===== src/rtl/synchronizer.sv =====
// Multi-bit, multi-stage flip-flop synchronizer bringing a bus into the i_clk domain.
// Bits are synchronized independently; the source must Gray-code or hold the bus stable.
module synchronizer #(
  parameter int unsigned      WIDTH       = 16,
  parameter int unsigned      STAGES      = 2,
  parameter logic [WIDTH-1:0] RESET_VALUE = '0
) (
  input  logic             i_clk,
  input  logic             i_rst,
  input  logic [WIDTH-1:0] i_data,
  output logic [WIDTH-1:0] o_data
);

  generate
    if (STAGES < 2) begin : g_bad_stages
      $error("synchronizer: STAGES must be at least 2");
    end
    if (WIDTH < 1) begin : g_bad_width
      $error("synchronizer: WIDTH must be at least 1");
    end
  endgenerate

  // Kept as discrete, adjacent registers: no retiming, no SRL inference.
  (* ASYNC_REG = "TRUE", shreg_extract = "no", dont_retime = "true" *)
  logic [WIDTH-1:0] stage_q [STAGES];
  logic [WIDTH-1:0] stage_d [STAGES];

  always_comb begin
    stage_d[0] = i_data;
    for (int k = 1; k < int'(STAGES); k++) begin
      stage_d[k] = stage_q[k-1];
    end
  end

  always_ff @(posedge i_clk or negedge i_rst) begin
    if (!i_rst) begin
      for (int k = 0; k < int'(STAGES); k++) begin
        stage_q[k] <= RESET_VALUE;
      end
    end else begin
      for (int k = 0; k < int'(STAGES); k++) begin
        stage_q[k] <= stage_d[k];
      end
    end
  end

  assign o_data = stage_q[STAGES-1];

endmodule


===== config.mk =====
export PLATFORM = sky130hd
export DESIGN_NAME = synchronizer
export DESIGN_NICKNAME = d
export VERILOG_FILES = /design/src/rtl/synchronizer.sv
export SDC_FILE = /design/constraint.sdc
export NUM_CORES = 1
export LEC_CHECK = 0
export CORE_UTILIZATION = 29
export CTS_CLUSTER_SIZE = 30
export DETAILED_ROUTE_END_ITERATION = 8
export PLACE_DENSITY = 0.58
export SLEW_MARGIN = 0
export SYNTH_ARGS = -nofsm -noshare
export SYNTH_HDL_FRONTEND = slang
export SYNTH_SLANG_ARGS = --single-unit

===== constraint.sdc =====
create_clock -name i_clk -period 0.8 [get_ports i_clk]
set_input_delay 0.12 -clock i_clk [delete_from_list [all_inputs] [get_ports i_clk]]
set_output_delay 0.12 -clock i_clk [all_outputs]
set_load 0.03 [all_outputs]

## After elaboration in Yosys (flattened, before gate mapping)

Index checks and enable logic that the tools add are counted.

| cells by class | value |
|---|---|
| reduce and logical (&&, ||, !) cells | 0 |
| bitwise gates (word level) | 0 |
| divide/modulo/power cells | 0 |
| eq/ne operators | 0 |
| muxes and demuxes | 0 |
| magnitude comparators | 0 |
| add/sub/neg operators | 0 |
| shifts and indexed selects | 0 |
| $mul | 0 |

| storage, ports and cells | value |
|---|---|
| logic and storage cells | 2 |
| flip-flop bits (word level) | 32 |
| RAM bits | 0 |
| memories kept | 0 |
| output and inout port bits | 16 |
| input bits | 18 |
| bits in read-only memories | 0 |
| latch bits | 0 |

## Depth between registers and ports, before layout

| logic depth | value |
|---|---|
| word-level depth | 0 |
| mapped depth | 1 |

## Worst setup path after synthesis

OpenSTA, ideal clock, no wires.

| timing | value |
|---|---|
| kind | register to output |
| start point | register stage_q, in the netlist o_data[0] |
| end point | output o_data[0] |
| setup slack | 0.187 ns |
| path buffers | 1 |
| data arrival time | 0.493 ns |
| cell stages (with the launch flop) | 2 |
| required time | 0.680 ns |
| cell sequence | dfrtp_1 -> buf_4 |

RTL lines:

| element | line | RTL |
|---|---|---|
| start: declaration | 25 | `logic [WIDTH-1:0] stage_q [STAGES];` |
| start signal: indexed assignment | 42 | `stage_q[k] <= stage_d[k];` |
| end: declaration | 11 | `output logic [WIDTH-1:0] o_data` |

No word-level cell between the ends.

## Worst setup path after layout

| timing | value |
|---|---|
| start point | register stage_q, in the netlist o_data[8] |
| end point | output o_data[8] |

No word-level cell between the ends.

==> results.toml <==
[floorplanning]
die_area_um2 = 3400
die_w_um = 58.4
placementRows = 20
die_h_um = 58.4
core_um2 = 3030
initial_core_util_pct = 30.4
boundaryPins = 34

[layout]
multi_input_gates = 0
mostFrequentLayoutCells = "32 x dfrtp_1, 17 x clkdlybuf4s50_1, 16 x buf_6"
nets = 91
syn_to_final_growth_pct = 39.5
drive_above_1_share_pct = 31.1
n_antenna_cell = 0
final_cells = 118
multi_input_area_um2 = 0
final_common_cell = "dfrtp_1"

[clock_network]
hold_buffers = 0
clockBufferDepth = 2
cts_sinks = 32
numCtsBuffers = 5
cts_max_level = 2
clk_pin_slew_ps = 90
insertion_delay_ps = 310
cts_tree = "built"
cts-root-buf = "clkbuf_4"

[worst_setup_path]
cpLargestDelayFamily = "flip-flops"
r2r_start = "stage_q[16]"
critPathMaxStageDelay_ps = 390
path_buf_inv = 1
reg2reg_to = "o_data[0]"
startpoint_type = "flop"
crit_path_top_delay_cell = "dfrtp_1"
path_cells = "buf_6"
cp.arrival_ps = 840
regToRegSetupSlack_ps = 320
crit_path_end_kind = "primary output"
worstPathRequired_ps = 680
critPathMaxFanout = 1
critPathKind = "flop to primary output"
r2r_cells = 0

[global_route]
overflow = 0
grt_max_degree = 33
antenna_found_initial = 0
grt_pass1_wl_um = 1930
met2_usage_pct = 12.2
grt_usage_pct = 8.74
grt_use_met3_pct = 4.84
grt_pass1_vias = 440
use_met1_pct = 8.91
busiest_layer = "met2"

[power_and_ir_drop]
irDropWorstVdd_mv = 0.700
swShare_pct = 21.6
powerDensity_nw_per_um2 = 2270
p_int_uw = 2290
seqPwrFrac_pct = 59.2
pwr-share-comb_pct = 10.3
p_clk_share_pct = 30.6
leakagePower_uw = 0.000578
switchingPower_uw = 629

[logic_synthesis]
ys_types = 2
ys_warn_count = 0
avgSynthCellArea_um2 = 19.2
synth.area.mux_share_pct = 0
synth_seq_cells = 32
synth_nets = 66
synth.cell_area_um2 = 921
synthAdderAreaFrac_pct = 0
synth-xor-area-share_pct = 0
synth_top_family_by_area = "buffers and inverters"
synthCells = 48
ys_seq_area_share_pct = 87.0
synth_compound_area_share_pct = 0
synth-simple-area-share_pct = 0

[min_path]
worstHoldPathType = "input pin to asynchronous set/reset pin"

[timing]
period_share_pct = 120
setup_viol = 16
whs_ps = 168
hold_viol_final = 0
maxSlewViolCount = 0
fin_skew_ps = 6.11
rsz0062_at_grt = "yes"
min_period_ps = 963
worstMarginPinSlew_ps = 166
layout_setup_ws_ps = -163
max_freq_mhz = 1040
max_slew_margin_pct = 88.9

[detailed_routing]
drt_iter0_markers = 9
ant_nets = 0
avgRoutedWirePerCell_um = 10.0
routed_wl_um = 1180
via_count = 409
vias_per_cell = 3.47
post-route-drc-count = 0
first_pass_iters = 5

[placed_design]
numPortBuffers = 33
gp_congestion = 0.686
post-place-cells = 110

[run_status]
violations = "negative setup slack"
status = "complete, but fails checks"

[run]
cap_violations = 0
==> power by group through the flow <==
stage / logic [uW] / registers (uW) / clock network (uW)
6_report: 300 / 1730 / 892
5_1_grt: 319 / 1730 / 1040
4_1_cts: 304 / 1730 / 942
3_5_place_dp: 279 / 1750 / 0
3_3_place_gp: 277 / 1750 / 0
2_1_floorplan: 149 / 1740 / 0
==> worst max-delay path by stage <==
| stage | startpoint | endpoint | slack, ps | cells past startpoint |
|---|---|---|---|---|
| floorplan | o_data[0] | o_data[0] | 190 | 1 |
| global placement | i_rst | stage_q[19] | 140 | 2 |
| detailed placement | i_data[12] | stage_q[28] | 130 | 1 |
| CTS | o_data[5] | o_data[5] | -190 | 1 |
| global route | o_data[8] | o_data[8] | -220 | 1 |
| finish | o_data[8] | o_data[8] | -160 | 1 |
==> cell type report <==
cell class,instances,area (um^2)
repair buffers,34,370
flip-flops and latches,32,801
fillers,278,1740
clock buffers,8,58.8
well taps,44,55.1
==> flip-flops by register name (all words and copies together) (netlist names) <==
register / cells
stage_q: 16
o_data: 16
==> logic make-up after synthesis <==
family   count (synthesis)
buf+inv                 16
flops                   32
==> timing repair <==
action                                  CTS  global route
pin swaps                                 0             0
gates cloned                              0             0
setup buffers                             0             0
resized for setup                        16             0
endpoints found under the setup margin   16            16
==> cell usage after synthesis (all sizes together) <==
cell type	instances	area, um^2
buf	16	120
dfrtp	32	801
==> metal layers <==
layer / share of wire [%] / routed length, um / vias up
met1: 37 / 433 / 203
met2: 52 / 619 / 25
met3: 10 / 119 / 2
met5: 0 / 0 / -
li1: - / - / 179
met4: 0.85 / 10 / 0
==> per-stage QoR <==
step / utilization, % / instance area (um^2) / worst slack, ps / TNS [ps] / total power, uW
2_1_floorplan: - / 921 / 187 / 0 / 1890
3_3_place_gp: 38.5 / 1170 / 136 / 0 / 2020
3_5_place_dp: 38.5 / 1170 / 131 / 0 / 2030
4_1_cts: 42.4 / 1280 / -189 / -2810 / 2980
5_1_grt: 42.4 / 1280 / -219 / -3170 / 3090
6_report: 42.4 / 1280 / -163 / -2380 / 2920
Power figures use the tool's default switching activity.
